[config.mk]
export PLATFORM = sky130hd
export DESIGN_NAME = tile_spawner
export DESIGN_NICKNAME = d
export VERILOG_FILES = /design/src/rtl/tile_spawner.sv
export SDC_FILE = /design/constraint.sdc
export NUM_CORES = 1
export LEC_CHECK = 0
export ABC_AREA = 1
export CORE_MARGIN = 8
export CORE_UTILIZATION = 35
export DETAILED_ROUTE_END_ITERATION = 12
export PLACE_DENSITY = 0.48
export SETUP_SLACK_MARGIN = 0.5
export SYNTH_ARGS = -nofsm -noshare
export SYNTH_HDL_FRONTEND = slang
export SYNTH_SLANG_ARGS = --single-unit
[constraint.sdc]
create_clock -name clk -period 5.55 [get_ports clk]
set_clock_uncertainty 0.1 [all_clocks]
set_input_delay 0.8325 -clock clk [delete_from_list [all_inputs] [get_ports clk]]
set_output_delay 0.8325 -clock clk [all_outputs]
set_load 0.01 [all_outputs]
[src/rtl/tile_spawner.sv]
// Falling-tile spawner: drops tiles onto eight tracks at a fixed period, picking a
// pseudo-random free track, and scores each tile as a hit (erase) or a miss.
module tile_spawner #(
    parameter logic [31:0] SPAWN_EASY = 32'd100000000,
    parameter logic [31:0] SPAWN_HARD = 32'd50000000,
    parameter logic [31:0] FALL_EASY  = 32'd250000000,
    parameter logic [31:0] FALL_HARD  = 32'd125000000,
    parameter logic [2:0]  LIVES      = 3'd3
) (
    input  logic        clk,
    input  logic        rst_n,
    input  logic        start,
    input  logic        level,
    input  logic [7:0]  erase,
    output logic [7:0]  v_enb,
    output logic [7:0]  miss,
    output logic [2:0]  lives,
    output logic        game_over,
    output logic [15:0] spawn_cnt
);

    typedef enum logic [1:0] {StIdle, StRun, StOver} top_state_e;
    typedef enum logic [1:0] {TrkFree, TrkFalling, TrkCool} trk_state_e;

    top_state_e  state_q, state_d;
    trk_state_e  trk_q [8];
    trk_state_e  trk_d [8];
    logic [31:0] fall_q [8];
    logic [31:0] fall_d [8];
    logic        level_q, level_d;
    logic [15:0] lfsr_q, lfsr_d;
    logic [31:0] timer_q, timer_d;
    logic [7:0]  v_enb_q, v_enb_d;
    logic [7:0]  miss_q, miss_d;
    logic [2:0]  lives_q, lives_d;
    logic [15:0] spawn_cnt_q, spawn_cnt_d;

    logic        active;
    logic        spawn_ev;
    logic        spawn_hit;
    logic [2:0]  spawn_trk;
    logic [2:0]  scan_idx;
    logic [3:0]  miss_cnt;
    logic [31:0] spawn_period;
    logic [31:0] fall_period;

    assign spawn_period = level_q ? SPAWN_HARD : SPAWN_EASY;
    assign fall_period  = level_q ? FALL_HARD : FALL_EASY;
    // The cycle in RUN with no lives left is the handover to OVER: tracks are dropped.
    assign active = (state_q == StRun) && (lives_q != 3'd0);

    always_ff @(posedge clk) begin
        if (!rst_n) begin
            state_q <= StIdle;
        end else begin
            state_q <= state_d;
        end
    end

    always_comb begin
        state_d = state_q;
        case (state_q)
            StIdle:  if (start) state_d = StRun;
            StRun:   if (lives_q == 3'd0) state_d = StOver;
            StOver:  state_d = StOver;
            default: state_d = StIdle;
        endcase
    end

    always_comb begin
        game_over = (state_q == StOver);
        v_enb     = v_enb_q;
        miss      = miss_q;
        lives     = lives_q;
        spawn_cnt = spawn_cnt_q;
    end

    always_comb begin
        level_d     = level_q;
        lfsr_d      = lfsr_q;
        timer_d     = timer_q;
        lives_d     = lives_q;
        spawn_cnt_d = spawn_cnt_q;
        v_enb_d     = '0;
        miss_d      = '0;
        spawn_ev    = 1'b0;
        spawn_hit   = 1'b0;
        spawn_trk   = '0;
        scan_idx    = '0;
        miss_cnt    = '0;
        for (int i = 0; i < 8; i++) begin
            trk_d[i]  = TrkFree;
            fall_d[i] = '0;
        end

        if (state_q == StIdle && start) level_d = level;
        if (state_q == StRun) begin
            lfsr_d = {lfsr_q[14:0], lfsr_q[15] ^ lfsr_q[13] ^ lfsr_q[12] ^ lfsr_q[10]};
        end

        if (active) begin
            spawn_ev = (timer_q == spawn_period - 32'd1);
            timer_d  = spawn_ev ? '0 : timer_q + 32'd1;
            for (int k = 0; k < 8; k++) begin
                scan_idx = lfsr_q[2:0] + 3'(k);
                if (!spawn_hit && trk_q[scan_idx] == TrkFree) begin
                    spawn_hit = 1'b1;
                    spawn_trk = scan_idx;
                end
            end

            for (int i = 0; i < 8; i++) begin
                trk_d[i]  = trk_q[i];
                fall_d[i] = fall_q[i];
                case (trk_q[i])
                    TrkFree: begin
                        if (spawn_ev && spawn_hit && spawn_trk == 3'(i)) begin
                            trk_d[i]  = TrkFalling;
                            fall_d[i] = '0;
                        end
                    end
                    TrkFalling: begin
                        fall_d[i] = fall_q[i] + 32'd1;
                        // Early erase flags are stale hits from the previous tile.
                        if (erase[i] && fall_q[i] >= 32'd2) begin
                            trk_d[i] = TrkCool;
                        end else if (fall_q[i] == fall_period - 32'd1) begin
                            trk_d[i]  = TrkCool;
                            miss_d[i] = 1'b1;
                        end
                    end
                    TrkCool: trk_d[i] = TrkFree;
                    default: trk_d[i] = TrkFree;
                endcase
                v_enb_d[i] = (trk_d[i] == TrkFalling);
                miss_cnt   = miss_cnt + {3'd0, miss_d[i]};
            end

            if (spawn_ev && spawn_hit) spawn_cnt_d = spawn_cnt_q + 16'd1;
            if ({1'b0, lives_q} <= miss_cnt) begin
                lives_d = '0;
            end else begin
                lives_d = lives_q - miss_cnt[2:0];
            end
        end
    end

    always_ff @(posedge clk) begin
        if (!rst_n) begin
            level_q     <= 1'b0;
            lfsr_q      <= 16'hACE1;
            timer_q     <= '0;
            v_enb_q     <= '0;
            miss_q      <= '0;
            lives_q     <= LIVES;
            spawn_cnt_q <= '0;
            for (int i = 0; i < 8; i++) begin
                trk_q[i]  <= TrkFree;
                fall_q[i] <= '0;
            end
        end else begin
            level_q     <= level_d;
            lfsr_q      <= lfsr_d;
            timer_q     <= timer_d;
            v_enb_q     <= v_enb_d;
            miss_q      <= miss_d;
            lives_q     <= lives_d;
            spawn_cnt_q <= spawn_cnt_d;
            for (int i = 0; i < 8; i++) begin
                trk_q[i]  <= trk_d[i];
                fall_q[i] <= fall_d[i];
            end
        end
    end

endmodule

# Yosys cells after proc, flatten, opt, wreduce, memory -nomap -nowiden
# Memory sizes are Yosys's and may differ from the RTL's. A register that Yosys moved wholly into a read port is not among the register bits.
# Index checks and enable logic that the tools add are counted.
# W data, S select, Z words.
[op_classes]
add_sub_neg = 27
bitwise = 19
magnitude_cmp = 9
n_eq_ne = 36
mux = 142
n_reduce_logical = 56
[ops]
columns = ["cell", "count"]
rows = [
  ["$mux W32", 17],
  ["$pmux W32 S2", 8],
  ["$add A32 B1 Y32 const B", 9],
  ["$eq A32 B32 Y1", 9],
  ["$ge A32 B2 Y1 const B", 8],
  ["$mux W256", 1],
  ["$mux W2", 42],
  ["$mux W1", 50],
  ["$mux W3", 12],
  ["$eq A2 B1 Y1 const B", 17],
  ["$logic_not A2 Y1", 17],
  ["$pmux W2 S2", 8],
  ["$sub A28 B1 Y29 const B", 1],
  ["$mux W28", 1],
  ["$sub A27 B1 Y28 const B", 1],
  ["$mux W27", 1],
  ["$logic_and A1 B1 Y1", 26],
  ["$add A16 B1 Y16 const B", 1],
  ["$add A4 B1 Y4", 4],
  ["$mux W16", 1],
  ["$or A1 B1 Y1", 16],
  ["$add A3 B3 Y3 const B", 4],
  ["$eq A3 B3 Y1 const B", 4],
  ["$logic_not A1 Y1", 7],
  ["other kinds (16)", 24],
]
[word_totals]
register_bits = 86
in_bits = 12
output_inout_bits = 36
memories = 2
elab_cells = 299
ram_bits = 272
[mem_list]
columns = ["name", "depth", "word_bits", "read_ports", "rd_clocked_by_memory_dff", "wr", "line", "rtl"]
rows = [
  ["fall_q", 8, 32, 8, 0, 8, "28", "logic [31:0] fall_q [8];"],
  ["trk_q", 8, 2, 16, 1, 8, "26", "trk_state_e trk_q [8];"],
]

# Depth between registers and ports, before layout
[logic_depth]
word_depth = 38
ltp_mapped = 26
mapped_depth_nobuf = 25

# Worst setup path after synthesis
# No wires, ideal clock.
[synth_timing]
path_type = "register -> register"
startpoint = "reg level_q"
endpoint = "reg lives_q[2] (netlist: lives[2])"
path_buffers = 2
t_required_ps = 5333
arrival_time_ps = 4748
setup_ps = 117
slack_ps = 585
stages_incl_launch_ff = 23
synth_period_minus_slack_ps = 4965
path_cell_list = "dfxtp_1 -> buf_2 -> clkbuf_1 -> o21ai_0 -> a2111oi_0 -> nand3_1 -> nor4_1 -> nand3_1 -> nor2_1 -> fa_1 -> inv_1 -> fa_1 -> fa_1 -> inv_1 -> ha_1 -> fa_1 -> inv_1 -> fa_1 -> nand2_1 -> inv_1 -> o211ai_1 -> a31oi_1 -> a32o_1"
[synth_between]
elab_chain_cells = 16
elab_cells_between_ends = 52
cone_classes = "add/sub (9); order compare (1); eq/ne (8); mux (34)"
[synth_lines]
columns = ["item", "line", "rtl"]
rows = [
  ["start: declaration", "30", "logic level_q, level_d;"],
  ["start signal: assignment", "162", "level_q <= level_d;"],
  ["$mux W28 *", "48", "assign fall_period = level_q ? FALL_HARD : FALL_EASY;"],
  ["$sub A28 B1 Y29 *", "127", "end else if (fall_q[i] == fall_period - 32'd1) begin"],
  ["$eq A32 B32 Y1", "127", ""],
  ["$mux W1", "127", ""],
  ["$mux W1", "125", "if (erase[i] && fall_q[i] >= 32'd2) begin"],
  ["$mux W1", "115", "case (trk_q[i])"],
  ["$mux W1", "101", "if (active) begin"],
  ["$add A1 B1 Y2", "136", "miss_cnt = miss_cnt + {3'd0, miss_d[i]};"],
  ["$add A2 B1 Y3", "136", ""],
  ["$add A3 B1 Y4", "136", ""],
  ["$add A4 B1 Y4 (3 in a row)", "136", ""],
  ["$add A4 B1 Y4 *", "136", ""],
  ["$le A3 B4 Y1 or $sub A3 B3 Y3 (tied branches)", "140, 143", ""],
  ["$mux W3 *", "140", "if ({1'b0, lives_q} <= miss_cnt) begin"],
  ["end signal: assignment", "167", "lives_q <= lives_d;"],
  ["end: declaration", "35", "logic [2:0] lives_q, lives_d;"],
]
# Every way passes the cells marked *; elsewhere a longest branch is shown, timed or not. The select of a mux whose other input is x is not followed.
# A chain may end at the register's enable or synchronous reset.

==> flow_summary.yaml <==
run_status:
  status: "complete, no violations"
worst_setup_path:
  cpMaxStageDelayCell: "fa_1"
  r2r_end: "lives[1]"
  cp-end-kind: "flip-flop"
  crit_arrival_ns: 5.37
  ff2ff_path_depth: 21
  crit_family: "adder cells"
  crit_fanout: 2
  critPathBufInv: 4
  cp.required_ns: 5.88
  crit_type: "flip-flop to flip-flop"
  crit_path_max_incr_delay_ns: 0.51
  timing.rr.start: "fall_q[0][48]"
  worstPathCellList: "nor4_4 -> nand3_1 -> nor4_2 -> a41oi_2 -> or2_4 -> nor2_4 -> fa_1 -> inv_2 -> fa_1 -> fa_1 -> inv_1 -> ha_2 -> fa_1 -> inv_2 -> fa_2 -> nand2_2 -> inv_2 -> o211ai_1 -> a31oi_1 -> nand3_1 -> o211ai_1"
  r2r_slack_ns: 0.51
  start_kind: "flip-flop"
  timing.critical_path.mode_cell: "fa_1"
job:
  max_cap_viol_count: 0
global_routing:
  grt_pass1_wl_um: 103000
  grt_pass1_vias: 20300
  overflow: 0
  grt_usage_pct: 17.8
  grt_max_degree: 113
  grt_antenna_before_repair: 0
place:
  place_congestion: 0.874
  dp_hpwl_um: 43200
  place_worst_setup_slack_ns: -0.129
  portBuffers: 47
die:
  rows: 90
  ioPinCount: 48
  die-area_sq_um: 68500
  die_w_um: 262
  core_sq_um: 60000
  start_util_pct: 35.2
  die_h_um: 262
route:
  routed_wl_um: 62700
  viasPerCell: 5.30
  wl_per_cell_um: 15.4
  drtPass1Iterations: 6
  drc_errors: 0
  ant_nets: 0
  drt_iter0_drc: 1475
  vias: 21500
pwr:
  ir_worst_vdd_v: 0.000192
  powerDensity_nw_per_um2: 308
  total_leakage_power_nw: 8.02
clocking:
  clk_pin_slew_ns: 0.06
  hold_buffers: 0
  cts_tree: "yes"
  htreeDepth: 2
  cts.path.max_buffers: 3
  clockRootBuffer: "clkbuf_16"
  clock_sinks: 361
  cts_buffers: 46
  insertion_delay_ns: 0.58
cells_and_area:
  final_util_pct: 40.3
  final_layout_size_suffix_gt1_share_pct: 8.07
  antennaDiodeCount: 0
  nFillCells: 6313
  syn2layout_area_growth_pct: 14.5
  finish.net_count: 3297
timing:
  setup_viol: 0
  hold_violations: 0
  fin_ws_ns: 0.508
  grt_setup_unrepaired: "true"
  slew_headroom_pct: 44.9
  fmax_mhz: 198
  finalCriticalPeriod_ns: 5.04
  timing.final.crit_share_pct: 90.9
  slew_violations: 0
  worst_pin_slew_ns: 0.821
synthesis:
  syn-num-nets: 3271
  synth_area_per_cell_sq_um: 6.55
  ys_dominant_reg_cell: "dfxtp_1"
  yosys_warnings: 0
  ys_types: 63
  synth_area_sq_um: 21100
  ys_ff_latch: 361
  synth_cells: 3224
  synth_async_sr_flop_share_pct: 0
  yosysSeqAreaShare_pct: 34.2
  synth_edf_count: 0
hold_path:
  hold_depth: 2
  min_to: "lfsr_q[15]"
  worstHoldStart: "lfsr_q[14]"
  hold_path_class: "flip-flop to flip-flop"
[per-stage QoR]
stage / setup TNS (ns) / hold WS (ns) / power, mW / instances / cell area, sq um
2_1_floorplan: 0 / 0.329 / 3.95 / 3224 / 21100
4_1_cts: 0 / 0.361 / 7.57 / 4063 / 24100
6_report: 0 / 0.361 / 7.46 / 4066 / 24200
5_1_grt: 0 / 0.382 / 7.85 / 4066 / 24200
3_3_place_gp: -0.0954 / 0.341 / 4.35 / 3976 / 22400
3_5_place_dp: -0.294 / 0.348 / 4.37 / 3976 / 22400
[layer usage]
metal	global-route usage (%)	vias to the layer above	wire length (um)
li1	-	11000	-
met1	23.4	9955	29400
met2	29.9	485	29000
met3	2.78	101	2820
met4	5.48	0	1500
met5	0	-	0
[worst max-delay path by stage]
| stage | end | cells past startpoint | start | slack (ns) |
|---|---|---|---|---|
| 3_3_place_gp | lives[2] | 19 | erase[1] | -0.05 |
| 3_5_place_dp | lives[1] | 20 | erase[1] | -0.13 |
| 4_1_cts | lives[1] | 21 | fall_q[0][37] | 0.33 |
| 2_1_floorplan | lives[2] | 22 | level_q | 0.58 |
| 6_report | lives[1] | 21 | fall_q[0][48] | 0.51 |
| 5_1_grt | lives[1] | 21 | fall_q[0][48] | 0.22 |
[cell usage after synthesis (all sizes together), types with 3 or more instances]
| cell | instances | area share, % |
|---|---|---|
| fa | 5 | 0.47 |
| a2111oi | 4 | 0.17 |
| inv | 406 | 7.2 |
| a41oi | 5 | 0.21 |
| o41ai | 3 | 0.12 |
| xor2 | 19 | 0.79 |
| nor3b | 10 | 0.40 |
| o211ai | 8 | 0.28 |
| clkbuf | 82 | 1.5 |
| nand3 | 420 | 10 |
| o21ai | 212 | 5.2 |
| clkinv | 7 | 0.12 |
| or2 | 19 | 0.56 |
| nand3b | 14 | 0.50 |
| nand4 | 117 | 3.5 |
| nor4 | 75 | 2.2 |
| dfxtp | 361 | 34 |
| o21bai | 3 | 0.11 |
| o2111ai | 3 | 0.12 |
| nand2 | 553 | 10 |
| and2 | 4 | 0.12 |
| o32ai | 4 | 0.17 |
| a211oi | 13 | 0.49 |
| and3 | 3 | 0.089 |
| buf | 38 | 1.3 |
| o22ai | 6 | 0.18 |
| xnor2 | 7 | 0.33 |
| nor3 | 94 | 2.3 |
| a21oi | 317 | 7.7 |
| o31ai | 15 | 0.53 |
| a21boi | 3 | 0.11 |
| a31oi | 4 | 0.12 |
| nor2 | 350 | 6.5 |
| ha | 30 | 1.8 |
[registers in the layout, indices dropped and copies added, names as in the netlist, named ones only]
name       count
fall_q       256
timer_q       32
lfsr_q        16
spawn_cnt     16
trk_q         16
miss           8
v_enb          8
lives          3
state_q        2
level_q        1
[repair_timing]
action                     CTS  global route
pin swaps                   15            14
gates resized for setup     27            28
setup endpoints to repair    3             3
setup buffers                5             3
[kinds of logic (layout without fill, tap and decap cells)]
group | Yosys count | in the layout | synth area share [%]
and+or+nand+nor | 1660 | 1660 | 36.5
DFF | 361 | 361 | 34.2
xor gates and xnor gates | 26 | 26 | 1.11
buffers and inverters | 533 | 593 | 10.1
adders and majority gates | 35 | 35 | 2.25
AOI/OAI and AO/OA | 609 | 609 | 15.8
[worst min-delay path, delay by kind of cell, from the launching register on]
family,cells,cell delay (ns)
and+or+nand+nor,2,0.12
DFF,1,0.32
[area by class of cell]
type                            instances  area [sq um]  share of cell area, %
Sequential cell                       361          7250                   29.9
Timing Repair Buffer                   98           891                   3.68
Tap cell                              782           978                   4.04
Multi-Input combinational cell       2330         11900                   49.4
Clock buffer                           69          1380                   5.70
Clock inverter                         13           200                  0.827
Inverter                              413          1560                   6.45
[where the power goes]
group          internal, mW  switching [mW]
combinational         0.434            1.13
clock                  1.94            1.20
sequential             2.67          0.0782
[placed cells by master, fill, tap and decap left out, drive strengths merged, types with 47 or more instances in the layout]
master | synthesis | routed
nor3 | 94 | 94
buf | 38 | 51
a21oi | 317 | 317
clkbuf | 82 | 69
nor2 | 350 | 350
clkdlybuf4s50 | 0 | 47
nand3 | 420 | 420
inv | 406 | 408
nand4 | 117 | 117
dfxtp | 361 | 361
o21ai | 212 | 212
nand2 | 553 | 553
nor4 | 75 | 75
(Power assumes the default switching activity.)
